$ cat src/rtl/vga_fb_pkg.sv
// Shared constants, FSM encoding and address helper for the framebuffer arbiter.
//   FB_W/FB_H/FB_SIZE/FB_AW : framebuffer geometry (160x120, 15-bit address)
//   *_DEF                   : default visible-window bounds in timing-generator counts
//   arb_state_e             : arbiter FSM states
//   xy_to_addr(y,x)         : row-major pixel address, y*160+x built from shifts
package vga_fb_pkg;

  localparam int unsigned FB_W    = 160;
  localparam int unsigned FB_H    = 120;
  localparam int unsigned FB_SIZE = FB_W * FB_H;
  localparam int unsigned FB_AW   = 15;

  localparam int unsigned H_START_DEF = 400;
  localparam int unsigned H_END_DEF   = 560;
  localparam int unsigned V_START_DEF = 221;
  localparam int unsigned V_END_DEF   = 341;

  typedef enum logic {
    IDLE  = 1'b0,
    CLEAR = 1'b1
  } arb_state_e;

  // 160 = 128 + 32, so the multiply collapses to two shifts and an add.
  function automatic logic [FB_AW-1:0] xy_to_addr(input logic [6:0] y, input logic [7:0] x);
    logic [FB_AW-1:0] yy;
    yy = {8'd0, y};
    return (yy << 7) + (yy << 5) + {7'd0, x};
  endfunction

endpackage

$ cat src/rtl/fb_write_fifo.sv
// Small synchronous FIFO buffering accepted pixel writes until a free RAM cycle.
//   clk, rst_n : clock, asynchronous active-low reset (empties the FIFO)
//   flush      : discard all entries on the next edge (takes priority over push/pop)
//   push, din  : write an entry (ignored when full)
//   pop, dout  : dout shows the head combinationally; pop advances it (ignored when empty)
//   full/empty : occupancy flags
module fb_write_fifo #(
  parameter int unsigned DEPTH = 4,
  parameter int unsigned WIDTH = 23
) (
  input  logic             clk,
  input  logic             rst_n,
  input  logic             flush,
  input  logic             push,
  input  logic             pop,
  input  logic [WIDTH-1:0] din,
  output logic [WIDTH-1:0] dout,
  output logic             full,
  output logic             empty
);

  localparam int unsigned PW = $clog2(DEPTH);

  logic [WIDTH-1:0] mem_q [DEPTH];
  // One extra pointer bit tells a full FIFO apart from an empty one.
  logic [PW:0] wptr_q, wptr_d;
  logic [PW:0] rptr_q, rptr_d;
  logic        do_push, do_pop;

  assign empty   = (wptr_q == rptr_q);
  assign full    = (wptr_q[PW] != rptr_q[PW]) && (wptr_q[PW-1:0] == rptr_q[PW-1:0]);
  assign do_push = push && !full;
  assign do_pop  = pop && !empty;
  assign dout    = mem_q[rptr_q[PW-1:0]];

  always_comb begin
    wptr_d = wptr_q;
    rptr_d = rptr_q;
    if (flush) begin
      wptr_d = '0;
      rptr_d = '0;
    end else begin
      if (do_push) wptr_d = wptr_q + 1'b1;
      if (do_pop)  rptr_d = rptr_q + 1'b1;
    end
  end

  always_ff @(posedge clk or negedge rst_n) begin
    if (!rst_n) begin
      wptr_q <= '0;
      rptr_q <= '0;
    end else begin
      wptr_q <= wptr_d;
      rptr_q <= rptr_d;
    end
  end

  // Storage needs no reset; the pointers define what is valid.
  always_ff @(posedge clk) begin
    if (do_push && !flush) mem_q[wptr_q[PW-1:0]] <= din;
  end

endmodule

$ cat src/rtl/vga_fb_arbiter.sv
// Single-port framebuffer arbiter: display fetch, buffered pixel writes and a
// full-screen clear engine share one synchronous RAM port.
//   clk_25, reset_n          : pixel clock, asynchronous active-low reset
//   h_count, v_count, bright : timing generator counts and registered visible flag
//   wr_valid/wr_ready, wr_x, wr_y, wr_data, wr_drop : pixel write requester
//   clear_req, clear_color, clear_busy, clear_done  : full-screen clear control
//   mem_addr, mem_we, mem_wdata, mem_rdata           : framebuffer RAM port
//   pixel_out                : pixel to the DAC (0 outside the visible area)
module vga_fb_arbiter
  import vga_fb_pkg::*;
#(
  parameter int unsigned PIX_W      = 8,
  parameter int unsigned FIFO_DEPTH = 4,
  parameter int unsigned H_START    = H_START_DEF,
  parameter int unsigned H_END      = H_END_DEF,
  parameter int unsigned V_START    = V_START_DEF,
  parameter int unsigned V_END      = V_END_DEF
) (
  input  logic             clk_25,
  input  logic             reset_n,
  input  logic [9:0]       h_count,
  input  logic [9:0]       v_count,
  input  logic             bright,
  input  logic             wr_valid,
  output logic             wr_ready,
  input  logic [7:0]       wr_x,
  input  logic [6:0]       wr_y,
  input  logic [PIX_W-1:0] wr_data,
  output logic             wr_drop,
  input  logic             clear_req,
  input  logic [PIX_W-1:0] clear_color,
  output logic             clear_busy,
  output logic             clear_done,
  output logic [FB_AW-1:0] mem_addr,
  output logic             mem_we,
  output logic [PIX_W-1:0] mem_wdata,
  input  logic [PIX_W-1:0] mem_rdata,
  output logic [PIX_W-1:0] pixel_out
);

  localparam int unsigned ENT_W = FB_AW + PIX_W;

  arb_state_e       state_q, state_d;
  logic [FB_AW-1:0] clr_addr_q, clr_addr_d;
  logic [PIX_W-1:0] clr_color_q, clr_color_d;
  logic             clr_done_q, clr_done_d;
  logic             wr_drop_q, wr_drop_d;

  logic             slot;
  logic [6:0]       dy;
  logic [7:0]       dx;
  logic [FB_AW-1:0] disp_addr;
  logic             in_range, accept;
  logic             fifo_push, fifo_pop, fifo_flush, fifo_full, fifo_empty;
  logic [ENT_W-1:0] fifo_din, fifo_dout;

  // Display slot: the RAM port belongs to the fetch path for every visible pixel.
  assign slot = (h_count >= 10'(H_START)) && (h_count < 10'(H_END)) &&
                (v_count >= 10'(V_START)) && (v_count < 10'(V_END));
  // Offsets only matter inside the slot, where they fit 8 and 7 bits.
  assign dx        = 8'(h_count - 10'(H_START));
  assign dy        = 7'(v_count - 10'(V_START));
  assign disp_addr = xy_to_addr(dy, dx);

  assign pixel_out = bright ? mem_rdata : '0;

  assign wr_ready  = !fifo_full && (state_q == IDLE) && !clear_req;
  assign accept    = wr_valid && wr_ready;
  assign in_range  = (wr_x < 8'(FB_W)) && (wr_y < 7'(FB_H));
  assign fifo_push = accept && in_range;
  assign fifo_din  = {xy_to_addr(wr_y, wr_x), wr_data};
  assign wr_drop_d = accept && !in_range;

  assign clear_busy = (state_q == CLEAR);
  assign clear_done = clr_done_q;
  assign wr_drop    = wr_drop_q;

  always_comb begin
    state_d     = state_q;
    clr_addr_d  = clr_addr_q;
    clr_color_d = clr_color_q;
    clr_done_d  = 1'b0;
    fifo_flush  = 1'b0;
    fifo_pop    = 1'b0;
    mem_we      = 1'b0;
    mem_addr    = '0;
    mem_wdata   = '0;

    if (state_q == IDLE && clear_req) begin
      // Queued writes would be overwritten by the clear, so drop them now.
      state_d     = CLEAR;
      clr_addr_d  = '0;
      clr_color_d = clear_color;
      fifo_flush  = 1'b1;
    end

    if (slot) begin
      mem_addr = disp_addr;
    end else if (state_q == CLEAR) begin
      mem_we    = 1'b1;
      mem_addr  = clr_addr_q;
      mem_wdata = clr_color_q;
      if (clr_addr_q == FB_AW'(FB_SIZE - 1)) begin
        state_d    = IDLE;
        clr_addr_d = '0;
        clr_done_d = 1'b1;
      end else begin
        clr_addr_d = clr_addr_q + 1'b1;
      end
    end else if (!fifo_empty && !clear_req) begin
      // A clear starting this cycle flushes the FIFO, so its head is not written.
      fifo_pop  = 1'b1;
      mem_we    = 1'b1;
      mem_addr  = fifo_dout[ENT_W-1:PIX_W];
      mem_wdata = fifo_dout[PIX_W-1:0];
    end
  end

  always_ff @(posedge clk_25 or negedge reset_n) begin
    if (!reset_n) begin
      state_q     <= IDLE;
      clr_addr_q  <= '0;
      clr_color_q <= '0;
      clr_done_q  <= 1'b0;
      wr_drop_q   <= 1'b0;
    end else begin
      state_q     <= state_d;
      clr_addr_q  <= clr_addr_d;
      clr_color_q <= clr_color_d;
      clr_done_q  <= clr_done_d;
      wr_drop_q   <= wr_drop_d;
    end
  end

  fb_write_fifo #(
    .DEPTH (FIFO_DEPTH),
    .WIDTH (ENT_W)
  ) u_fifo (
    .clk   (clk_25),
    .rst_n (reset_n),
    .flush (fifo_flush),
    .push  (fifo_push),
    .pop   (fifo_pop),
    .din   (fifo_din),
    .dout  (fifo_dout),
    .full  (fifo_full),
    .empty (fifo_empty)
  );

endmodule

$ cat config.mk
export PLATFORM = sky130hd
export DESIGN_NAME = vga_fb_arbiter
export DESIGN_NICKNAME = d
export VERILOG_FILES = /design/src/rtl/vga_fb_pkg.sv /design/src/rtl/fb_write_fifo.sv /design/src/rtl/vga_fb_arbiter.sv
export SDC_FILE = /design/constraint.sdc
export NUM_CORES = 1
export LEC_CHECK = 0
export CAP_MARGIN = 0
export CORE_MARGIN = 4
export CORE_UTILIZATION = 40
export CTS_CLUSTER_DIAMETER = 150
export DETAILED_ROUTE_END_ITERATION = 8
export MAX_ROUTING_LAYER = met4
export SLEW_MARGIN = 25
export SYNTH_ARGS = -nofsm -noshare
export SYNTH_HDL_FRONTEND = slang
export SYNTH_SLANG_ARGS = --single-unit
$ cat constraint.sdc
create_clock -name clk_25 -period 6.2 [get_ports clk_25]
set_input_delay 1.55 -clock clk_25 [delete_from_list [all_inputs] [get_ports clk_25]]
set_output_delay 1.55 -clock clk_25 [all_outputs]
set_load 0.02 [all_outputs]
# ---- Word-level counts from Yosys, hierarchy flattened
# Memory sizes are Yosys's and may differ from the RTL's.
# Cells that the tools add are included.
dict set report word_totals {
  register_bits 32
  elab_cells 80
  memories 1
  output_inout_bits 36
  mem_bits_rw 92
  latchBits 0
  rom_bits 0
  input_bits 64
}
dict set report classes {
  n_lt_le_gt_ge 6
  shift 0
  div_mod_pow 0
  multipliers 0
  n_eq_ne 4
  n_mux 30
  reduce_logical 22
  bitwise 1
  add_sub_neg 9
}
# name depth word_bits read_ports rd_clocked_by_memory_dff wr line
set memory_table {}
lappend memory_table {u_fifo.mem_q 4 23 1 0 1 fb_write_fifo.sv:24} ;# logic [WIDTH-1:0] mem_q [DEPTH];
# op n
set ops {}
lappend ops {{$mux W15} 7}
lappend ops {{$mux W8} 4}
lappend ops {{$add A14 B12 Y15} 2}
lappend ops {{$add A15 B8 Y15} 2}
lappend ops {{$add A15 B1 Y15 const B} 1}
lappend ops {{$eq A15 B15 Y1 const B} 1}
lappend ops {{$logic_and A1 B1 Y1} 15}
lappend ops {{$mux W1} 15}
lappend ops {{$mux W3} 4}
lappend ops {{$ge A10 B8 Y1 const B} 1}
lappend ops {{$ge A10 B9 Y1 const B} 1}
lappend ops {{$lt A10 B10 Y1 const B} 1}
lappend ops {{$lt A10 B9 Y1 const B} 1}
lappend ops {{$lt A8 B8 Y1 const B} 1}
lappend ops {{$sub A8 B8 Y8 const B} 1}
lappend ops {{$lt A7 B7 Y1 const B} 1}
lappend ops {{$sub A7 B7 Y7 const B} 1}
lappend ops {{$add A3 B1 Y3 const B} 2}
lappend ops {{$logic_not A1 Y1} 5}
lappend ops {{$reduce_bool A2 Y1} 2}
lappend ops {{$eq A3 B3 Y1} 1}
lappend ops {{$eq A2 B2 Y1} 1}
lappend ops {{$ne A1 B1 Y1} 1}
lappend ops {{$not A1 Y1} 1}

# ---- Logic depth before layout (Yosys ltp)
# Gate-level depths: netlist of run 1.
dict set report depth {
  depth_word 11
  ltp_mapped 13
}

# ---- Modules after synthesis
# Synthesis of run 1 repeated with hierarchy kept, for this count alone.
dict set report hier_totals {
  hier_cells 560
  hier_area_um2 6870.3
}
# mod seq_area_each_um2 area_per_inst_um2 cells_each instances
set by_module_without_submodules {}
lappend by_module_without_submodules {fb_write_fifo 2912.8 3896.2 184 1}
lappend by_module_without_submodules {vga_fb_arbiter 650.6 2974.1 376 1}

# ---- Worst setup path before layout of run 1
# OpenSTA, ideal clock, no wires.
dict set report synth_timing {
  kind {input -> output}
  from {input port v_count[0]}
  to {output port mem_addr[13]}
  required_ns 4.650
  path_stages 13
  slack_ns 0.275
  path_buffers 0
  arrival_time_ns 4.375
  path_cell_list {inv_1 -> ha_1 -> xnor2_1 -> inv_1 -> fa_1 -> inv_1 -> ha_1 -> a211oi_1 -> o21bai_1 -> a2111oi_0 -> nor3_1 -> xnor2_1 -> o21ai_0}
}
dict set report synth_between {
  elab_chain_cells 4
}
# item line
set synth_lines {}
lappend synth_lines {{start: declaration} vga_fb_arbiter.sv:22} ;# input logic [9:0] v_count,
lappend synth_lines {{$sub A7 B7 Y7 or $ge A10 B8 Y1 (tied branches)} {vga_fb_arbiter.sv:62, vga_fb_arbiter.sv:59}}
lappend synth_lines {{$add A14 B12 Y15 or $logic_and A1 B1 Y1 (tied branches)} {vga_fb_pkg.sv:27, vga_fb_arbiter.sv:58}}
lappend synth_lines {{$add A15 B8 Y15 or $logic_and A1 B1 Y1 (tied branches)} {vga_fb_pkg.sv:27, vga_fb_arbiter.sv:59}}
lappend synth_lines {{$mux W15 (*)} vga_fb_arbiter.sv:97} ;# if (slot) begin
lappend synth_lines {{end: declaration} vga_fb_arbiter.sv:34} ;# output logic [FB_AW-1:0] mem_addr,
# Every way passes the cells marked *; elsewhere a longest branch is shown, timed or not.

# ---- Worst setup path after layout of run 1
dict set report layout_timing {
  from {input port h_count[5]}
  to {output port mem_addr[7]}
}
dict set report layout_between {
  elab_chain_cells 5
}
# item line
set layout_lines {}
lappend layout_lines {{start: declaration} vga_fb_arbiter.sv:21} ;# input logic [9:0] h_count,
lappend layout_lines {{parallel branches: the longest is 4 deep, another holds $add A15 B8 Y15} n/a}
lappend layout_lines {{$mux W15 (*)} vga_fb_arbiter.sv:97}
# Mark *: on every way between the ends.

==> impl_metrics.json, run 1 <==
{
  "h-tree-depth": 4,
  "die_h_um": 136.0,
  "tightest_slew_ns": 0.9380,
  "dieArea_um2": 18490,
  "antenna_cells": 0,
  "clk_pin_slew_ns": 0.06,
  "peakVddDrop_uv": 191.7,
  "worstHoldStart": "clr_color_q[1]$_DFFE_PN0P_",
  "insertion_delay_ns": 0.42,
  "cts_buffer_depth": 2,
  "synth_cells": 506,
  "ys_async_sr_fraction": 0.2581,
  "gr-usage-met2": 0.2954,
  "power.density_nw_per_um2": 298.1,
  "layout_common_cells": "edfxtp_1 (92), clkdlybuf4s50_1 (90), nand2_1 (63)",
  "skew_ns": 0.007869,
  "timing.rr.start": "u_fifo.rptr_q[0]$_DFFE_PN0P_",
  "reg2reg_to": "u_fifo.mem_q[3][8]$_DFFE_PP_",
  "vias": 4679,
  "relSlewSlack": 0.3734,
  "rsz0062_at_grt": "true",
  "yosysSeqAreaShare": 0.5440,
  "synth_nets": 609,
  "dpl.hpwl_um": 11600,
  "row_count": 46,
  "cp.required_ns": 4.65,
  "min_path_cells": 2,
  "yosysWarningCount": 0,
  "max_freq_ghz": 0.1639,
  "ant_nets": 0,
  "grtUsageMet1": 0.2451,
  "overflow": 0,
  "grt_pass1_wl_um": 25760,
  "hold_path_class": "register to register",
  "io_pins": 100,
  "min_period_over_period": 0.9843,
  "crit_fanout": 9,
  "period_minus_slack_ns": 6.103,
  "synth_top_area_share": 0.4218,
  "drv_cap": 0,
  "grt_pass1_vias": 4805,
  "finalWeightedCongestion": 0.9231,
  "worst-endpoint-arrival_ns": 4.55,
  "syn2layout_area_growth_pct": 32.78,
  "remaining_drc_errors": 0,
  "synth_seq_cells": 124,
  "core_area_um2": 15940,
  "drt_iter0_markers": 355,
  "holdPathEnd": "clr_color_q[1]$_DFFE_PN0P_",
  "root_buffer": "clkbuf_16",
  "drive_gt1_frac": 0.1934,
  "grt_antenna_before_repair": 0,
  "end_kind": "output pin",
  "firstDrtPassIters": 5,
  "cts_sinks": 124,
  "synth_top_cell_by_area": "edfxtp_1",
  "use_met3": 0.04293,
  "finalNetCount": 752,
  "grt_max_degree": 33,
  "die_w_um": 136.0,
  "track_usage": 0.1873,
  "path_class": "input pin to output pin",
  "mappedNetlistArea_um2": 6550,
  "status": "finished, final reports clean",
  "wirelength_um": 16180,
  "total_power_mw": 2.593,
  "cts_buffers": 17,
  "hold_viol": 0,
  "synth_cell_types": 58,
  "synth_edf_count": 92,
  "cts_tree": "done",
  "start_util": 0.4108,
  "via_per_inst": 5.329,
  "crit_path_start_kind": "input pin",
  "setup_ws_ns": 0.09714,
  "portBuffers": 99,
  "synth_area_leaders": "edfxtp_1 (42%), dfrtp_1 (12%), mux4_2 (7.9%)",
  "p_leak_nw": 3.363,
  "busiest_layer": "met2",
  "r2r_slack_ns": 3.07,
  "pre_cts_slack_ns": -0.7074,
  "slew_violations": 0,
  "wl_per_cell_um": 18.43,
  "synth_area_per_cell_um2": 12.94,
  "setup_violations": 0,
  "fillers": 1342,
  "synth_ff_type": "edfxtp_1",
  "layout_commonest_cell": "edfxtp_1",
  "reg2regPathDepth": 6
}
[report_power, final]
part,leakage (nW),total (mW),switching (mW),internal [mW]
clock network,0.282,0.977,0.378,0.599
logic,1.84,0.618,0.298,0.320
registers,1.24,0.998,0.0549,0.943
total,3.36,2.59,0.731,1.86
[registers in the layout (all words and copies together), names as in the netlist]
name           flops
u_fifo.wptr_q      3
wr_drop            1
clear_done         1
clr_addr_q        15
u_fifo.mem_q      92
u_fifo.rptr_q      3
clear_busy         1
clr_color_q        8
[synthesized netlist by cell type, drive strengths merged, types with 3 or more instances]
| library cell | instances |
|---|---|
| nor3 | 12 |
| and3 | 7 |
| a21o | 5 |
| nand2 | 64 |
| nand4 | 3 |
| inv | 17 |
| a31oi | 4 |
| o21bai | 4 |
| fa | 4 |
| edfxtp | 92 |
| a22o | 9 |
| a21oi | 19 |
| mux2i | 6 |
| and2 | 15 |
| o21ai | 16 |
| nor2b | 4 |
| dfrtp | 32 |
| or4 | 3 |
| buf | 10 |
| ha | 35 |
| a221o | 12 |
| nand2b | 4 |
| clkbuf | 12 |
| nor2 | 25 |
| xor2 | 11 |
| nand3 | 8 |
| mux4 | 23 |
| o211ai | 4 |
| xnor2 | 16 |
[worst max path at each step]
stage,slack (ns),cells after the start,startpoint,to
final,0.1,13,h_count[5],mem_addr[7]
after global routing,-0.04,13,h_count[5],mem_addr[13]
after CTS,0.008,15,v_count[0],mem_addr[10]
after detailed placement,-0.71,15,v_count[0],mem_addr[13]
after global placement,-0.71,15,v_count[0],mem_addr[13]
after floorplan,0.27,13,v_count[0],mem_addr[13]
[worst max-delay path, stage by stage]
cell and delay [ns]:
clkdlybuf4s50_1 0.44, buf_4 0.15, inv_1 0.07, buf_4 0.10
ha_1 0.12, nand4b_1 0.10, or4_4 0.44, a21oi_4 0.23
a2111oi_4 0.10, buf_4 0.21, buf_4 0.18, a221o_1 0.32
clkdlybuf4s50_1 0.54
[through the flow]
stage | setup TNS, ns | hold WS, ns | utilization | cell area [um^2] | instances
2_1_floorplan | 0 | 0.4461 | - | 6550 | 506
3_3_place_gp | -3.012 | 0.4586 | 0.5024 | 8009 | 843
3_5_place_dp | -3.239 | 0.4637 | 0.5024 | 8009 | 843
4_1_cts | 0 | 0.4790 | 0.5404 | 8616 | 875
5_1_grt | -0.05851 | 0.4982 | 0.5455 | 8697 | 878
6_report | 0 | 0.4787 | 0.5455 | 8697 | 878
[routing by layer]
metal | vias to the layer above | share of wire
met3 | 18 | 0.052
met5 | - | 0
met1 | 2321 | 0.45
met4 | 0 | 0.012
met2 | 127 | 0.49
li1 | 2213 | -
[area by class of cell]
cell class	count	area, um^2	area share
well taps	216	270.3	0.03107
inverters	17	63.81	0.007337
multi-input cells	343	2867	0.3296
clock buffers	18	429.2	0.04935
clock inverters	14	158.9	0.01827
flip-flops and latches	124	3563	0.4097
repair buffers	146	1345	0.1547
[repair_timing]
action,4_1_cts,5_1_grt
hold buffers,0,0
pin swaps,7,14
endpoints found under the setup margin,9,21
buffers inserted,0,3
gates resized for setup,35,15
[cell families (layout without fill, tap and decap cells)]
kind of cell               count (synthesis)  after routing  share of synthesized area
and+or+nand+nor                          152            152                     0.1121
DFF                                      124            124                     0.5440
AOI/OAI and AO/OA                         96             96                     0.1104
adders and majority gates                 39             39                    0.07908
buffers and inverters                     39            195                    0.02999
muxes                                     29             29                    0.08825
xor gates and xnor gates                  27             27                    0.03610
(Power assumes the default switching activity.)
==> run 2, diff against run 1 <==
==> constraint.sdc (replaced) <==
create_clock -name clk_25 -period 5.46 [get_ports clk_25]
set_input_delay 1.365 -clock clk_25 [delete_from_list [all_inputs] [get_ports clk_25]]
set_output_delay 1.365 -clock clk_25 [all_outputs]
set_load 0.02 [all_outputs]
==> run 2 against run 1 <==
  * Core utilization grew 0.35 points
  * Sequential power grew 14%
  * Sequential cell count stayed put
  * Critical path type unchanged
  * Total power up 10%
  * Largest power group unchanged
  * Global-route usage fell by 0.12 points
  * Design area rose by 0.65%
  * Cell count is 1.7% higher
  * Combinational power up 14%
  * Die area unchanged
  * Worst setup slack worse by 0.053 ns
  * Clock skew is 0.0017 ns lower
  * Register-to-register slack lost 0.52 ns
==> impl_metrics.json, run 2 (synthesized netlist as in run 1, its figures left out) <==
{
  "finalWeightedCongestion": 0.9021,
  "via_per_inst": 5.345,
  "drv_cap": 0,
  "layout_common_cells": "edfxtp_1 (92), clkdlybuf4s50_1 (68), nand2_1 (63)",
  "min_period_over_period": 0.9920,
  "track_usage": 0.1862,
  "grt_pass1_vias": 4852,
  "max_freq_ghz": 0.1846,
  "dpl.hpwl_um": 11860,
  "drt_iter0_markers": 247,
  "h-tree-depth": 4,
  "end_kind": "output pin",
  "cts_buffer_depth": 2,
  "status": "finished, final reports clean",
  "antenna_cells": 0,
  "firstDrtPassIters": 4,
  "row_count": 46,
  "r2r_slack_ns": 2.55,
  "slew_violations": 0,
  "grt_pass1_wl_um": 25380,
  "vias": 4773,
  "die_h_um": 136.0,
  "peakVddDrop_uv": 219.9,
  "io_pins": 100,
  "wirelength_um": 16460,
  "insertion_delay_ns": 0.41,
  "layout_commonest_cell": "edfxtp_1",
  "crit_top_cell": "ha_4",
  "layout.cells.non_filler": 893,
  "grt_antenna_before_repair": 0,
  "cts-hold-fix-buffers": 0,
  "die_w_um": 136.0,
  "grt_max_degree": 33,
  "worst-endpoint-arrival_ns": 4.05,
  "ant_nets": 0,
  "cts_sinks": 124,
  "p_leak_nw": 3.483,
  "remaining_drc_errors": 0,
  "finalNetCount": 767,
  "largest_reg_flops": 92,
  "wl_per_cell_um": 18.43,
  "cp.required_ns": 4.09,
  "hold_viol": 0,
  "cts_tree": "done",
  "crit_path_start_kind": "input pin",
  "power.density_nw_per_um2": 325.7,
  "pre_cts_slack_ns": -1.006,
  "design_area_um2": 8753,
  "fin_setup_tns_ns": 0,
  "slowest_delay_ns": 0.56,
  "rsz0062_at_grt": "true",
  "overflow": 0,
  "core_area_um2": 15940,
  "setup_ws_ns": 0.04395,
  "path_class": "input pin to output pin",
  "fillers": 1365,
  "relSlewSlack": 0.3469,
  "start_util": 0.4108,
  "path_cells": "buf_8 > inv_4 > ha_4 > xnor2_2 > inv_1 > fa_1 > inv_2 > ha_4 > a211oi_2 > o21bai_1 > a2111oi_1 > nor3_1 > xnor2_1 > o21ai_1 > buf_4",
  "hold_path_class": "register to register",
  "clk_pin_slew_ns": 0.06,
  "final_util": 0.5491,
  "root_buffer": "clkbuf_16",
  "worst_path_max_delay_cell": "fa_1",
  "tightest_slew_ns": 0.9777,
  "dp_cells": 854,
  "skew_ns": 0.006189,
  "portBuffers": 99,
  "drive_gt1_frac": 0.2290,
  "period_minus_slack_ns": 5.416,
  "cts_buffers": 17,
  "syn2layout_area_growth_pct": 33.64,
  "setup_violations": 0,
  "crit_fanout": 2,
  "post_dp_cell_area_um2": 8092,
  "dieArea_um2": 18490
}
[run 2: path summary, 6_finish.rpt]
| check | startpoint | to | depth (start not counted) |
|---|---|---|---|
| min in group asynchronous | reset_n | clr_addr_q[4]$_DFF_PN0_ | 2 |
| max reg2reg | u_fifo.rptr_q[0]$_DFFE_PN0P_ | u_fifo.mem_q[2][1]$_DFFE_PP_ | 7 |
| max | v_count[1] | mem_addr[13] | 15 |
| min reg2reg | clr_color_q[0]$_DFFE_PN0P_ | clr_color_q[0]$_DFFE_PN0P_ | 2 |
| min | clr_color_q[0]$_DFFE_PN0P_ | clr_color_q[0]$_DFFE_PN0P_ | 2 |
| max in group asynchronous | reset_n | wr_drop$_DFF_PN0_ | 2 |
[run 2: report_power, final]
part | internal, mW | switching, mW
combinational | 0.357 | 0.345
sequential | 1.07 | 0.0644
clock | 0.588 | 0.426
total | 2.02 | 0.835
[run 2: through the flow]
stage / hold WS (ns) / total power [mW]
final: 0.4773 / 2.851
after global placement: 0.4613 / 1.836
after detailed placement: 0.4680 / 1.850
after CTS: 0.4813 / 2.870
after global routing: 0.4960 / 2.988
after floorplan: 0.4461 / 1.556
[run 2: cell type report]
class | count | area [um^2] | share of cell area
Tap cell | 216 | 270.3 | 0.03087
Sequential cell | 124 | 3563 | 0.4071
Timing Repair Buffer | 160 | 1418 | 0.1619
Multi-Input combinational cell | 344 | 2890 | 0.3302
Clock inverter | 14 | 113.9 | 0.01301
Clock buffer | 18 | 429.2 | 0.04903
Inverter | 17 | 68.82 | 0.007862
[run 2: timing repair]
item / 4_1_cts / 5_1_grt
gates resized for setup: 64 / 39
endpoints found under the setup margin: 24 / 19
setup buffers: 2 / 4
pin swaps: 18 / 17
gates cloned: 1 / 0
[run 2: worst max-delay path: cells and delay by family]
| family | cells | cell delay, ns |
|---|---|---|
| adders and majority gates | 3 | 0.93 |
| AOI/OAI and AO/OA | 4 | 0.90 |
| buffers and inverters | 5 | 0.42 |
| xor gates and xnor gates | 2 | 0.31 |
| and+or+nand+nor | 1 | 0.13 |
[run 2: routing by layer]
layer,vias to the layer above,global-route usage,wire (um)
met1,2381,0.2322,7045
met3,17,0.03738,858
met4,0,0.05207,163
met2,136,0.3111,8388
met5,-,-,0
li1,2239,-,-
==> run 3, diff against run 2 <==
--- a/config.mk
+++ b/config.mk
@@ -8,10 +8,12 @@
 export CAP_MARGIN = 0
 export CORE_MARGIN = 4
 export CORE_UTILIZATION = 40
+export CTS_BUF_LIST = sky130_fd_sc_hd__clkbuf_4
 export CTS_CLUSTER_DIAMETER = 150
 export DETAILED_ROUTE_END_ITERATION = 8
 export MAX_ROUTING_LAYER = met4
-export SLEW_MARGIN = 25
+export REMOVE_ABC_BUFFERS = 1
+export SLEW_MARGIN = 5
 export SYNTH_ARGS = -nofsm -noshare
 export SYNTH_HDL_FRONTEND = slang
 export SYNTH_SLANG_ARGS = --single-unit
==> run 3 against run 2 <==
  * Maximum frequency rose by 0.30%
  * Core utilization fell by 1.5 points
  * Non-clock buffer count fell by 6
  * Worst hold slack improved by 0.013 ns
  * Sequential cell count did not move
  * Critical path depth did not move
  * Routed wire length fell by 3.5%
  * Critical path type unchanged
  * Critical endpoint unchanged
==> impl_metrics.json, run 3 (synthesized netlist as in run 1, its figures left out) <==
{
  "core_area_um2": 15940,
  "die_w_um": 136.0,
  "cts_sinks": 124,
  "power.density_nw_per_um2": 299.8,
  "firstDrtPassIters": 4,
  "cts_buffer_depth": 2,
  "cts_tree": "done",
  "grt_max_degree": 33,
  "wl_per_cell_um": 17.90,
  "reg2regPathDepth": 5,
  "grt_antenna_before_repair": 1,
  "syn2layout_area_growth_pct": 30.11,
  "worst-endpoint-arrival_ns": 4.03,
  "root_buffer": "clkbuf_4",
  "grt_pass1_vias": 4886,
  "hold_viol": 0,
  "cp.required_ns": 4.09,
  "cts_buffers": 17,
  "min_period_over_period": 0.9890,
  "holdWs_ns": 0.4908,
  "relSlewSlack": 0.2731,
  "post_dp_cell_area_um2": 8082,
  "status": "finished, final reports clean",
  "crit_path_start_kind": "input pin",
  "min_path_cells": 2,
  "tightest_slew_ns": 1.088,
  "largest_reg_flops": 92,
  "drv_cap": 0,
  "hold_path_class": "register to register",
  "layout_commonest_cell": "edfxtp_1",
  "die_h_um": 136.0,
  "rsz0062_at_grt": "true",
  "fillers": 1392,
  "slew_violations": 0,
  "vias": 4655,
  "track_usage": 0.1789,
  "final_util": 0.5345,
  "clk_pin_slew_ns": 0.10,
  "finalNetCount": 760,
  "insertion_delay_ns": 0.49,
  "dp_cells": 851,
  "dpl.hpwl_um": 11470,
  "fin_setup_tns_ns": 0,
  "setup_violations": 0,
  "setup_ws_ns": 0.06024,
  "remaining_drc_errors": 0,
  "skew_ns": 0.02170,
  "finalWeightedCongestion": 0.8674,
  "drive_gt1_frac": 0.2164,
  "design_area_um2": 8522,
  "layout_common_cells": "edfxtp_1 (92), clkdlybuf4s50_1 (69), nand2_1 (63)",
  "layout.cells.non_filler": 887,
  "via_per_inst": 5.248,
  "wirelength_um": 15880,
  "portBuffers": 99,
  "io_pins": 100,
  "ant_nets": 0,
  "total_power_mw": 2.555,
  "overflow": 0,
  "row_count": 46,
  "crit_fanout": 2,
  "grt_pass1_wl_um": 24830,
  "dieArea_um2": 18490,
  "start_util": 0.4108,
  "peakVddDrop_uv": 143.7,
  "pre_cts_slack_ns": -1.142,
  "p_leak_nw": 3.349,
  "end_kind": "output pin",
  "h-tree-depth": 4,
  "path_class": "input pin to output pin",
  "period_minus_slack_ns": 5.400,
  "max_freq_ghz": 0.1852,
  "drt_iter0_markers": 381
}
[run 3: cell count changes in the layout (fill, tap and decap cells not counted), sizes merged]
cell | previous run | this run
buf | 67 | 61
clkbuf | 27 | 24
clkdlybuf4s15 | 2 | 0
dlymetal6s2s | 7 | 2
clkdlybuf4s50 | 68 | 69
dlygate4sd2 | 7 | 17
clkinvlp | 5 | 2
bufinv | 0 | 4
inv | 22 | 20
diode | 0 | 1
and2 | 16 | 15
[run 3: per-layer routing]
metal	part of all wire	wire length, um	track usage	vias to the layer above
li1	-	-	-	2233
met1	0.42	6595	0.2204	2269
met2	0.51	8093	0.3023	141
met3	0.063	1007	0.03257	12
met4	0.012	183	0.05487	0
met5	0	0	-	-
[run 3: layout make-up]
cell class,instances,area (um^2),area share
Clock inverter,13,191.4,0.02246
Clock buffer,19,142.6,0.01674
Timing Repair Buffer,154,1386,0.1627
Antenna cell,1,2.502,0.0002936
Inverter,17,68.82,0.008075
Sequential cell,124,3563,0.4181
Tap cell,216,270.3,0.03171
Multi-Input combinational cell,343,2897,0.3399
[run 3: report_power, final]
part           switching, mW  internal [mW]  leakage, nW
Sequential            0.0572           1.07         1.24
Clock                  0.342          0.379        0.172
Combinational          0.353          0.355         1.94
[run 3: final timing paths]
path	start	end	slack, ns
hold / removal	clr_color_q[1]$_DFFE_PN0P_	clr_color_q[1]$_DFFE_PN0P_	0.49
min in group asynchronous	reset_n	clr_addr_q[3]$_DFF_PN0_	1.29
setup reg to reg	clear_busy$_DFF_PN0_	u_fifo.mem_q[3][11]$_DFFE_PP_	2.22
max in group asynchronous	reset_n	clr_color_q[1]$_DFFE_PN0P_	3.84
hold reg to reg	clr_color_q[1]$_DFFE_PN0P_	clr_color_q[1]$_DFFE_PN0P_	0.49
setup / recovery	v_count[1]	mem_addr[13]	0.06
[run 3: critical path, stage by stage]
cell and delay, ns:
buf_8 0.08, inv_4 0.04, ha_4 0.16, xnor2_2 0.16, inv_1 0.07, fa_1 0.53, inv_2 0.06, ha_4 0.22
a211oi_2 0.25, o21bai_2 0.12, a2111oi_2 0.36, nor3_1 0.12, xnor2_1 0.14, o21ai_1 0.19, buf_4 0.18
[run 3: timing repair]
action / 4_1_cts / 5_1_grt
hold buffers: 0 / 0
buffers inserted: 1 / 4
resized for setup: 70 / 30
pin swaps: 20 / 19
setup endpoints to repair: 24 / 7
